## src/rtl/nmr_bstrm_pkg.sv

```systemverilog
// Shared types and constants for the bitstream sequencer.
// Latency: n/a (declarations only).
// Backpressure: n/a.
package nmr_bstrm_pkg;

  localparam int DEF_SRAM_ADDR_WIDTH = 8;
  localparam int DEF_SRAM_DAT_WIDTH  = 32;
  localparam int DEF_LOOP_WIDTH      = 16;

  // Word buffer between the reader and the consumer
  localparam int BUF_DEPTH     = 2;
  localparam int BUF_CNT_WIDTH = $clog2(BUF_DEPTH + 1);

  typedef enum logic [2:0] {
    ST_IDLE,
    ST_ISSUE,
    ST_WAIT,
    ST_NEXT,
    ST_DRAIN
  } state_t;

endpackage

```

## src/rtl/nmr_bstrm_seq_fifo2.sv

```systemverilog
// Two-entry in-order word buffer with registered head word and head valid.
// Latency: a pushed word is visible at the head one cycle after the push.
// Backpressure: push must not be issued when full; pop is ignored when empty.
module nmr_bstrm_seq_fifo2
  import nmr_bstrm_pkg::*;
#(
  parameter int DW = DEF_SRAM_DAT_WIDTH
) (
  input  logic                     CLK,
  input  logic                     RST,
  input  logic                     i_push,
  input  logic [DW-1:0]            i_push_dat,
  input  logic                     i_pop,
  input  logic                     i_flush,
  output logic                     o_full,
  output logic                     o_empty,
  output logic [BUF_CNT_WIDTH-1:0] o_count,
  output logic [DW-1:0]            o_head_dat,
  output logic                     o_head_vld
);

  // Entry 0 is always the head, so the consumer-facing outputs come straight from flops
  logic          r_vld0;
  logic          r_vld1;
  logic [DW-1:0] r_dat0;
  logic [DW-1:0] r_dat1;
  logic          w_pop;

  assign w_pop      = i_pop & r_vld0;
  assign o_full     = r_vld1;
  assign o_empty    = ~r_vld0;
  assign o_count    = BUF_CNT_WIDTH'(r_vld0) + BUF_CNT_WIDTH'(r_vld1);
  assign o_head_dat = r_dat0;
  assign o_head_vld = r_vld0;

  // Shift-register storage: pops move entry 1 forward, pushes fill the first free slot
  always_ff @(posedge CLK) begin
    if (RST) begin
      r_vld0 <= 1'b0;
      r_vld1 <= 1'b0;
      r_dat0 <= '0;
      r_dat1 <= '0;
    end else if (i_flush) begin
      r_vld0 <= 1'b0;
      r_vld1 <= 1'b0;
    end else begin
      case ({w_pop, i_push})
        2'b11: begin
          if (r_vld1) begin
            r_dat0 <= r_dat1;
            r_dat1 <= i_push_dat;
          end else begin
            r_dat0 <= i_push_dat;
          end
        end
        2'b10: begin
          r_dat0 <= r_dat1;
          r_vld0 <= r_vld1;
          r_vld1 <= 1'b0;
        end
        2'b01: begin
          if (!r_vld0) begin
            r_dat0 <= i_push_dat;
            r_vld0 <= 1'b1;
          end else begin
            r_dat1 <= i_push_dat;
            r_vld1 <= 1'b1;
          end
        end
        default: ;
      endcase
    end
  end

endmodule

```

## src/rtl/nmr_bstrm_seq_ctrl.sv

```systemverilog
// Walks the SRAM reader over [begin,end] for LOOP_CNT+1 passes, buffering words for the consumer.
// Latency: one reader round trip plus one ISSUE and one NEXT cycle per word; DONE one cycle after the last ack.
// Backpressure: no new read is issued while buffered plus in-flight words would exceed two. Optional ABORT port under NMR_BSTRM_SEQ_ABORT_EN.
module nmr_bstrm_seq_ctrl
  import nmr_bstrm_pkg::*;
#(
  parameter int SRAM_ADDR_WIDTH = DEF_SRAM_ADDR_WIDTH,
  parameter int SRAM_DAT_WIDTH  = DEF_SRAM_DAT_WIDTH,
  parameter int LOOP_WIDTH      = DEF_LOOP_WIDTH
) (
  input  logic                       CLK,
  input  logic                       RST,
  input  logic                       START,
  input  logic [SRAM_ADDR_WIDTH-1:0] ADDR_BEGIN,
  input  logic [SRAM_ADDR_WIDTH-1:0] ADDR_END,
  input  logic [LOOP_WIDTH-1:0]      LOOP_CNT,
`ifdef NMR_BSTRM_SEQ_ABORT_EN
  input  logic                       ABORT,
`endif
  output logic                       BUSY,
  output logic                       DONE,
  output logic                       ERR,
  output logic                       RD_START,
  output logic [SRAM_ADDR_WIDTH-1:0] RD_ADDR,
  input  logic                       RD_SYS_RDY,
  input  logic                       RD_DATA_RDY,
  input  logic [SRAM_DAT_WIDTH-1:0]  RD_DATA,
  output logic [SRAM_DAT_WIDTH-1:0]  WORD_OUT,
  output logic                       WORD_VLD,
  input  logic                       WORD_ACK
);

  state_t                     r_state;
  state_t                     w_next;
  logic [SRAM_ADDR_WIDTH-1:0] r_beg;
  logic [SRAM_ADDR_WIDTH-1:0] r_end;
  logic [SRAM_ADDR_WIDTH-1:0] r_cur;
  logic [LOOP_WIDTH-1:0]      r_loop;
  logic [LOOP_WIDTH-1:0]      r_pass;
  logic [SRAM_ADDR_WIDTH-1:0] r_rd_addr;
  logic                       r_rd_start;
  logic                       r_err;

  logic                       w_abort;
  logic                       w_done;
  logic                       w_start_ok;
  logic                       w_start_err;
  logic                       w_issue;
  logic                       w_push;
  logic                       w_full;
  logic                       w_empty;
  logic [BUF_CNT_WIDTH-1:0]   w_cnt;

  // Only one read is ever outstanding and ISSUE is never entered with one in flight,
  // so buffer occupancy alone bounds buffered plus in-flight words.
  assign w_start_ok  = (r_state == ST_IDLE) && START && (ADDR_END >= ADDR_BEGIN);
  assign w_start_err = (r_state == ST_IDLE) && START && (ADDR_END <  ADDR_BEGIN);
  assign w_issue     = (r_state == ST_ISSUE) && RD_SYS_RDY && !w_abort &&
                       (w_cnt < BUF_CNT_WIDTH'(BUF_DEPTH));
  assign w_push      = (r_state == ST_WAIT) && RD_DATA_RDY && !w_abort && !w_full;

  assign BUSY     = (r_state != ST_IDLE);
  assign DONE     = w_done;
  assign ERR      = r_err;
  assign RD_START = r_rd_start;
  assign RD_ADDR  = r_rd_addr;

`ifdef NMR_BSTRM_SEQ_ABORT_EN
  logic r_abort;

  // Remember an abort until the run has wound back to IDLE
  always_ff @(posedge CLK) begin
    if (RST)                                    r_abort <= 1'b0;
    else if (w_next == ST_IDLE)                 r_abort <= 1'b0;
    else if (ABORT && (r_state != ST_IDLE))     r_abort <= 1'b1;
  end

  assign w_abort = r_abort | (ABORT && (r_state != ST_IDLE));
`else
  assign w_abort = 1'b0;
`endif

  nmr_bstrm_seq_fifo2 #(
    .DW (SRAM_DAT_WIDTH)
  ) u_fifo (
    .CLK        (CLK),
    .RST        (RST),
    .i_push     (w_push),
    .i_push_dat (RD_DATA),
    .i_pop      (WORD_ACK),
    .i_flush    (w_abort),
    .o_full     (w_full),
    .o_empty    (w_empty),
    .o_count    (w_cnt),
    .o_head_dat (WORD_OUT),
    .o_head_vld (WORD_VLD)
  );

  // State register
  always_ff @(posedge CLK) begin
    if (RST) r_state <= ST_IDLE;
    else     r_state <= w_next;
  end

  // Next-state decode and DONE
  always_comb begin
    w_next = r_state;
    w_done = 1'b0;
    case (r_state)
      ST_IDLE:  if (w_start_ok) w_next = ST_ISSUE;
      ST_ISSUE: begin
        if (w_abort)      w_next = ST_DRAIN;
        else if (w_issue) w_next = ST_WAIT;
      end
      // The outstanding read must land before leaving, even when aborting
      ST_WAIT:  if (RD_DATA_RDY) w_next = w_abort ? ST_DRAIN : ST_NEXT;
      ST_NEXT: begin
        if (w_abort)                            w_next = ST_DRAIN;
        else if (r_cur < r_end || r_pass < r_loop) w_next = ST_ISSUE;
        else                                    w_next = ST_DRAIN;
      end
      ST_DRAIN: begin
        if (w_empty) begin
          w_done = 1'b1;
          w_next = ST_IDLE;
        end
      end
      default:  w_next = ST_IDLE;
    endcase
  end

  // Run configuration, address/pass walk and reader request
  always_ff @(posedge CLK) begin
    if (RST) begin
      r_beg      <= '0;
      r_end      <= '0;
      r_cur      <= '0;
      r_loop     <= '0;
      r_pass     <= '0;
      r_rd_addr  <= '0;
      r_rd_start <= 1'b0;
      r_err      <= 1'b0;
    end else begin
      r_rd_start <= w_issue;
      r_err      <= w_start_err;
      if (w_issue) r_rd_addr <= r_cur;
      if (w_start_ok) begin
        r_beg  <= ADDR_BEGIN;
        r_end  <= ADDR_END;
        r_loop <= LOOP_CNT;
        r_cur  <= ADDR_BEGIN;
        r_pass <= '0;
      end else if (r_state == ST_NEXT && !w_abort) begin
        if (r_cur < r_end) begin
          r_cur <= r_cur + SRAM_ADDR_WIDTH'(1);
        end else if (r_pass < r_loop) begin
          r_pass <= r_pass + LOOP_WIDTH'(1);
          r_cur  <= r_beg;
        end
      end
    end
  end

endmodule
```

## config.mk

```make
export PLATFORM = sky130hd
export DESIGN_NAME = nmr_bstrm_seq_ctrl
export DESIGN_NICKNAME = d
export VERILOG_FILES = /design/src/rtl/nmr_bstrm_pkg.sv /design/src/rtl/nmr_bstrm_seq_fifo2.sv /design/src/rtl/nmr_bstrm_seq_ctrl.sv
export SDC_FILE = /design/constraint.sdc
export NUM_CORES = 1
export LEC_CHECK = 0
export ABC_AREA = 1
export CORE_UTILIZATION = 40
export DETAILED_ROUTE_END_ITERATION = 12
export GPL_TIMING_DRIVEN = 0
export HOLD_SLACK_MARGIN = 0.02
export PLACE_DENSITY = 0.7
export SLEW_MARGIN = 40
export SYNTH_ARGS = -nofsm -noshare
export SYNTH_HDL_FRONTEND = slang
export SYNTH_SLANG_ARGS = --single-unit
```

## constraint.sdc

```tcl
create_clock -name CLK -period 4.4 [get_ports CLK]
set_input_delay 0.88 -clock CLK [delete_from_list [all_inputs] [get_ports CLK]]
set_output_delay 0.88 -clock CLK [all_outputs]
set_load 0.05 [all_outputs]
```

=== Word-level counts from Yosys, hierarchy flattened ===
Index checks and enable logic that the tools add are counted.

* Bits in registers: 135
* Bits of input ports: 70
* Output and inout port bits: 45
* Logic and storage cells: 81

* $add $sub $neg: 3
* Order comparisons: 5
* Equal/unequal tests: 14
* Mux-type cells: 21
* Bitwise gates (word level): 2
* Reductions and logical operators: 23

{| class="wikitable"
|+ Operators with widths
! operator !! number
|-
| $mux W32 || 4
|-
| $pmux W32 S3 || 1
|-
| $pmux W32 S2 || 1
|-
| $mux W8 || 4
|-
| $add A16 B1 Y16 const B || 1
|-
| $lt A16 B16 Y1 || 1
|-
| $lt A8 B8 Y1 || 2
|-
| $mux W3 || 5
|-
| $pmux W3 S5 || 1
|-
| $ne A2 B2 Y1 const B || 5
|-
| $reduce_bool A3 Y1 || 3
|-
| $add A8 B1 Y8 const B || 1
|-
| $ge A8 B8 Y1 || 1
|-
| $logic_and A1 B1 Y1 || 7
|-
| $eq A3 B2 Y1 const B || 2
|-
| $reduce_and A2 Y1 || 3
|-
| $reduce_and A3 Y1 || 2
|-
| $reduce_bool A2 Y1 || 3
|-
| $eq A2 B2 Y1 const B || 2
|-
| $ne A2 B1 Y1 const B || 2
|-
| $pmux W1 S2 || 2
|-
| $reduce_and A4 Y1 || 1
|-
| $eq A3 B1 Y1 const B || 1
|-
| $eq A3 B3 Y1 const B || 1
|-
| 10 further kinds || 12
|}

=== Longest topological paths before layout ===
Gate-level depths: netlist of run 1.

* Depth after elaboration: 6
* Mapped depth: 16
* Depth with buffers taken out: 15

=== Cells and area by module ===
A second synthesis of run 1 with hierarchy kept.

* Cell total of the unflattened synthesis: 1270
* Area, all modules: 7970.1 um^2

{| class="wikitable"
|+ Modules (own cells, without submodules)
! module !! times used !! cells each !! area each (um^2) !! sequential area each (um^2)
|-
| nmr_bstrm_seq_fifo2 || 1 || 722 || 4095.2 || 1321.3
|-
| nmr_bstrm_seq_ctrl || 1 || 548 || 3875.0 || 1381.3
|}

=== Least setup slack after synthesis of run 1 ===
Ideal clock, no wire load.

* Path kind: register to output
* Start: reg u_fifo.r_vld0, in the netlist u_fifo.o_head_vld
* End: out DONE
* Arrival time: 2.136 ns
* Data required time: 3.520 ns
* Setup slack: 1.384 ns
* Cell stages (with the launch flop): 2
* Path buffers: 0
* Cell sequence: dfxtp_1 -> nor4_1

* Cells in the longest elaborated chain, start to end: 2

{| class="wikitable"
|+ Ends and longest elaborated chain
! item !! line !! RTL
|-
| start: declaration || nmr_bstrm_seq_fifo2.sv:23 || <nowiki>logic r_vld0;</nowiki>
|-
| start signal: assignment || nmr_bstrm_seq_fifo2.sv:58 || <nowiki>r_vld0 <= r_vld1;</nowiki>
|-
| $mux W1 || nmr_bstrm_seq_ctrl.sv:123 || <nowiki>if (w_empty) begin</nowiki>
|-
| $mux W1 || nmr_bstrm_seq_ctrl.sv:109 || <nowiki>case (r_state)</nowiki>
|-
| end: declaration || nmr_bstrm_seq_ctrl.sv:21 || <nowiki>output logic DONE,</nowiki>
|}

No other way between the ends.

=== Worst setup path in the final report of run 1 ===
* Start: in RD_DATA_RDY
* End: reg u_fifo.r_dat0[24], in the netlist u_fifo.o_head_dat[24]

* Cells in the longest elaborated chain, start to end: 5
* Elaborated cells on any way between the ends: 9
* Those cells by class: eq/ne (4); mux (1); reduce/logical (4)

{| class="wikitable"
|+ Ends and longest elaborated chain
! item !! line !! RTL
|-
| start: declaration || nmr_bstrm_seq_ctrl.sv:26 || <nowiki>input logic RD_DATA_RDY,</nowiki>
|-
| $logic_and A1 B1 Y1 (*) (2 in series) || nmr_bstrm_seq_ctrl.sv:60 || <nowiki>assign w_push = (r_state == ST_WAIT) && RD_DATA_RDY && !w_abort && !w_full;</nowiki>
|-
| $eq A2 B1 Y1 / $eq A2 B2 Y1 (equally long branches) || nmr_bstrm_seq_fifo2.sv:47 || <nowiki>case ({w_pop, i_push})</nowiki>
|-
| $ne A2 B2 Y1 (no line) / $reduce_bool A3 Y1 (equally long branches) || n/a ||
|-
| $reduce_and A2 Y1 (no line) || n/a ||
|-
| end signal: assignment || nmr_bstrm_seq_fifo2.sv:50 || <nowiki>r_dat0 <= r_dat1;</nowiki>
|-
| end signal: assignment || nmr_bstrm_seq_fifo2.sv:53 || <nowiki>r_dat0 <= i_push_dat;</nowiki>
|-
| end signal: assignment || nmr_bstrm_seq_fifo2.sv:57 || <nowiki>r_dat0 <= r_dat1;</nowiki>
|-
| end: declaration || nmr_bstrm_seq_fifo2.sv:25 || <nowiki>logic [DW-1:0] r_dat0;</nowiki>
|}

Every way passes the cells marked *; elsewhere a longest branch is shown, timed or not.
A chain may end at the register's enable or synchronous reset.

==> results of run 1 <==
## sequential cells by signal (all words and copies together), names as in the netlist
name / cells
u_fifo.r_dat1: 32
u_fifo.o_head_dat: 32
r_loop: 16
u_fifo.o_head_vld: 1
r_pass: 16
ERR: 1
r_cur: 8
RD_START: 1
RD_ADDR: 8
r_state: 3
r_beg: 8
u_fifo.o_full: 1
r_end: 8
## power by group through the flow
stage | clock, mW | combinational (mW) | sequential, mW
after global placement | 0 | 1.35 | 1.50
after detailed placement | 0 | 1.36 | 1.50
after CTS | 1.45 | 1.37 | 1.47
after floorplan | 0 | 0.710 | 1.71
final | 1.44 | 1.37 | 1.48
after global routing | 1.51 | 1.53 | 1.50
## worst max-delay path: cells and delay by family
kind                       cells  cell delay (ns)
buffers and inverters          6             1.51
and+or+nand+nor                2             0.33
adders and majority gates      1             0.31
AOI/OAI and AO/OA              1             0.29
## routing by layer
layer	track usage, %	wire, µm
met5	0	13
met3	5.52	1440
met4	7.58	254
met1	30.3	9080
met2	35.5	8840
## final cells by class
cell class	count	share of cell area (%)
buffer	61	2.88
clock buffer	22	5.22
clock inverter	8	1.39
inverter	116	4.90
multi-input combinational	672	39.4
sequential	135	30.4
tap	220	3.10
timing repair buffer	113	12.7
## cells in the mapped netlist, types with 11 or more instances
master / n / area [µm²]
nand2_1: 185 / 694
o21ai_0: 158 / 791
dfxtp_1: 135 / 2700
a21oi_1: 130 / 651
inv_1: 113 / 424
clkbuf_1: 43 / 161
nor2_1: 41 / 154
ha_1: 35 / 438
a31oi_1: 33 / 206
nand3_1: 25 / 125
buf_2: 16 / 80.1
o21ai_1: 13 / 65.1
nor3_1: 11 / 55.1
xor2_1: 11 / 96.3
## cell families after synthesis
family | Yosys count
adder cells (fa/ha/maj) | 35
AO/OA/AOI/OAI | 346
AND/OR/NAND/NOR | 277
XOR/XNOR | 14
buffers and inverters | 177
flip-flops | 135
## worst paths after layout
| path | depth (start not counted) | to | from | slack, ns |
|---|---|---|---|---|
| max | 10 | u_fifo.o_head_dat[24] | RD_DATA_RDY | 1.40 |
| min | 2 | r_loop[8] | r_loop[8] | 0.46 |
| max reg2reg | 11 | u_fifo.o_head_dat[24] | r_state[1] | 1.77 |
| min reg2reg | 2 | r_loop[8] | r_loop[8] | 0.46 |
==> results.cfg, run 1 <==
[status]
status = complete, no violations

[timing]
hold_viol = 0
fin_crit_sh_pct = 68.3
setup_violations = 0
fin_tns_setup_ns = 0
fin_ws_ns = 1.40
finalClockSkew_ns = 0.00602
rsz0062_at_grt = false
fmax_ghz = 0.333
slew_violations = 0
slew_headroom_pct = 59.9
whs_ns = 0.460
period_needed_ns = 3.00
worst_pin_slew_ns = 0.601

[floorplanning]
io-pin-count = 115
core_area_um2 = 16700
num_rows = 47
die_y_um = 133
die-area_um2 = 17800
start_util_pct = 41.3
die_w_um = 133

[synthesis]
synth-edff-count = 0
netlist_area_um2 = 6900
syn_nets = 1089
synthSimpleGateAreaFrac_pct = 16.5
synth_compound_area_share_pct = 26.2
yosys.area_share.adder_pct = 6.35
ys.flop_type = dfxtp_1
synth_area_per_cell_um2 = 7.01
ys_types = 30
synth_warnings = 0
synthArstFlopShare_pct = 0
synth_cells = 984
synth-xor-area-share_pct = 1.78
synth-seq-cells = 135
synth_top_family_by_area = compound AO/OA/AOI/OAI gates
synth.area.mux_share_pct = 0
synth-seq-area-share_pct = 39.2

[power_and_ir_drop]
leakage_nw = 3.36
comb_power_share_pct = 32.0
switching_share_pct = 35.4
p_int_mw = 2.77
power_mw = 4.28
seq_power_share_pct = 34.5
p_sw_mw = 1.52
ir_drop_mv = 0.280
clockPowerShare_pct = 33.5
powerDensity_nw_per_um2 = 482

[global_routing]
antenna_found_initial = 1
grt_start_max_net_pins = 17
grt_first_pass_wirelength_mm = 32.1
grt_pass1_vias = 6556
grt_overflow = 0
track_usage_pct = 22.6

[routing]
vias_per_cell = 5.18
wl_per_cell_um = 14.6
drtIter0Drc = 466
via_count = 6974
wl_mm = 19.6
drc_errors = 0
antenna_left = 0
drt_first_pass_iters = 5

[clocking]
cts_root_buffer = clkbuf_16
clk_pin_slew_ns = 0.06
post_cts_buffers = 0
htree_levels = 4
clk_latency_ns = 0.42
postCtsResizedCells = 0
cts_tree = done
cts_buffer_depth = 2
postCtsHoldBufs = 0
cts.sinks = 135
cts_buffers = 17

[finish]
instances_no_fill = 1347
final_cell_mix = nand2_1 (185), o21ai_0 (158), dfxtp_1 (135)
multi_input_area_um2 = 3500
area_delta_synth_final_pct = 28.9
drive_above_1_share_pct = 4.61
design_area_um2 = 8890
regArea_um2 = 2700
fill_cells = 1628
final_common_cell = nand2_1
final_util_pct = 53.2
insertedDiodeCount = 0
nNetsFinal = 1221

[place]
place_ws_ns = 1.04
place_area_um2 = 8300
hpwl_mm = 14.3
port_buffers = 113
gp_congestion = 0.868
dp.cells = 1317

[critical_path]
critPathLaunchType = input port
crit_type = input port to register
cpPeakStageDelay_ns = 0.48
required_ns = 4.71
crit_chain = clkdlybuf4s50_1, inv_1, nor3_4, inv_2, ha_1, inv_1, clkbuf_1, clkbuf_1, nand2_1, a311oi_1
critPathSlowestCell = clkdlybuf4s50_1
arrival_ns = 3.32
end_kind = register
cp_max_fo = 10

[hold_path]
min_path_type = register to register

[run]
cap_viol_max_count = 0
No activity file was read; power rests on OpenSTA's default activity.
==> inputs of run 2 (changes only) <==
PLACE_DENSITY = 0.72   (was 0.7)
clock period = 2.7 ns   (was 4.4 ns; I/O delays follow)
==> results.cfg, run 2 (synthesized netlist as in run 1, its figures left out) <==
[global_routing]
grt_start_max_net_pins = 17
grt_first_pass_wirelength_mm = 32.3
grt_pass1_vias = 6546
grt_overflow = 0
antenna_found_initial = 0
track_usage_pct = 22.7

[floorplanning]
start_util_pct = 41.3
die-area_um2 = 17800
io-pin-count = 115
core_area_um2 = 16700
die_w_um = 133
die_y_um = 133
num_rows = 47

[routing]
wl_per_cell_um = 14.5
antenna_left = 0
drc_errors = 0
via_count = 6999
drt_first_pass_iters = 5
drtIter0Drc = 520
wl_mm = 19.6
vias_per_cell = 5.19

[place]
dp.cells = 1317
hpwl_mm = 14.2
gp_congestion = 0.854
place_ws_ns = -0.312
port_buffers = 113
place_area_um2 = 8300

[timing]
period_needed_ns = 2.51
fmax_ghz = 0.398
hold_viol = 0
fin_crit_sh_pct = 93.1
fin_tns_setup_ns = 0
fin_ws_ns = 0.186
rsz0062_at_grt = true
slew_headroom_pct = 59.5
finalClockSkew_ns = 0.00713
worst_pin_slew_ns = 0.608
whs_ns = 0.462
slew_violations = 0
setup_violations = 0

[clocking]
clk_pin_slew_ns = 0.06
cts_buffers = 17
clk_latency_ns = 0.42
cts_tree = done
cts.sinks = 135
htree_levels = 4
cts_root_buffer = clkbuf_16
cts_buffer_depth = 2

[finish]
drive_above_1_share_pct = 5.49
area_delta_synth_final_pct = 29.6
multi_input_area_um2 = 3510
final_util_pct = 53.5
instances_no_fill = 1349
insertedDiodeCount = 0
final_common_cell = nand2_1
fill_cells = 1589
nNetsFinal = 1221
regArea_um2 = 2700
design_area_um2 = 8940
final_cell_mix = nand2_1 (185), o21ai_0 (158), dfxtp_1 (135)

[run]
cap_viol_max_count = 0

[power_and_ir_drop]
power_mw = 7.10
ir_drop_mv = 0.465
leakage_nw = 3.43
powerDensity_nw_per_um2 = 794

[critical_path]
path_delay_family = buffers and inverters
cpPeakStageDelay_ns = 0.43
cp_max_fo = 10
required_ns = 2.99
worstPathBufferInverterCount = 4
critPathSlowestCell = dfxtp_1
critPathLaunchType = register
crit_type = register to register
r2r_setup_slack_ns = 0.19
crit_chain = inv_2, nor3_2, inv_2, nor3_4, ha_1, clkbuf_1, a21oi_1, nand2_1, clkbuf_1, a21oi_1
arrival_ns = 2.81
end_kind = register

[hold_path]
min_path_type = register to register

[status]
status = complete, no violations
==> run 2: final timing paths <==
| path | depth (start not counted) | end | start |
|---|---|---|---|
| max | 10 | u_fifo.r_dat1[4] | r_state[1] |
| max reg2reg | 10 | u_fifo.r_dat1[4] | r_state[1] |
| min reg2reg | 2 | r_end[2] | r_end[2] |
| min | 2 | r_end[2] | r_end[2] |
==> run 2: report_power, final <==
| group | total, mW | internal (mW) | switching [mW] |
|---|---|---|---|
| Sequential | 2.41 | 2.26 | 0.151 |
| Combinational | 2.24 | 0.771 | 1.47 |
| Clock | 2.45 | 1.59 | 0.854 |
==> run 2: area by class of cell <==
cell class              instances  area share (%)
clock buffers                  24            5.28
flip-flops and latches        135            30.2
plain buffers                  61            3.02
clock inverters                 8            1.61
multi-input cells             672            39.2
well taps                     220            3.08
repair buffers                113            12.7
inverters                     116            4.87
==> run 2: worst reg2reg max path, stage by stage, from the launching register on <==
cell and delay (ns):
dfxtp_1 0.43, inv_2 0.08, nor3_2 0.13, inv_2 0.08, nor3_4 0.19, ha_1 0.18
clkbuf_1 0.30, a21oi_1 0.12, nand2_1 0.32, clkbuf_1 0.41, a21oi_1 0.15
==> run 2: what timing repair did <==
item | CTS | global route
resized for setup | 0 | 21
setup endpoints to repair | 0 | 59
buffers inserted | 0 | 0
hold buffers | 0 | 0
==> run 2: layer usage <==
| layer | vias to the layer above | share of wire (%) | global-route usage, % |
|---|---|---|---|
| li1 | 3552 | - | - |
| met2 | 251 | 45 | 35.4 |
| met1 | 3171 | 46 | 30.6 |
| met3 | 25 | 7.1 | 4.91 |
| met5 | - | 0 | 0 |
| met4 | 0 | 1.5 | 8.52 |
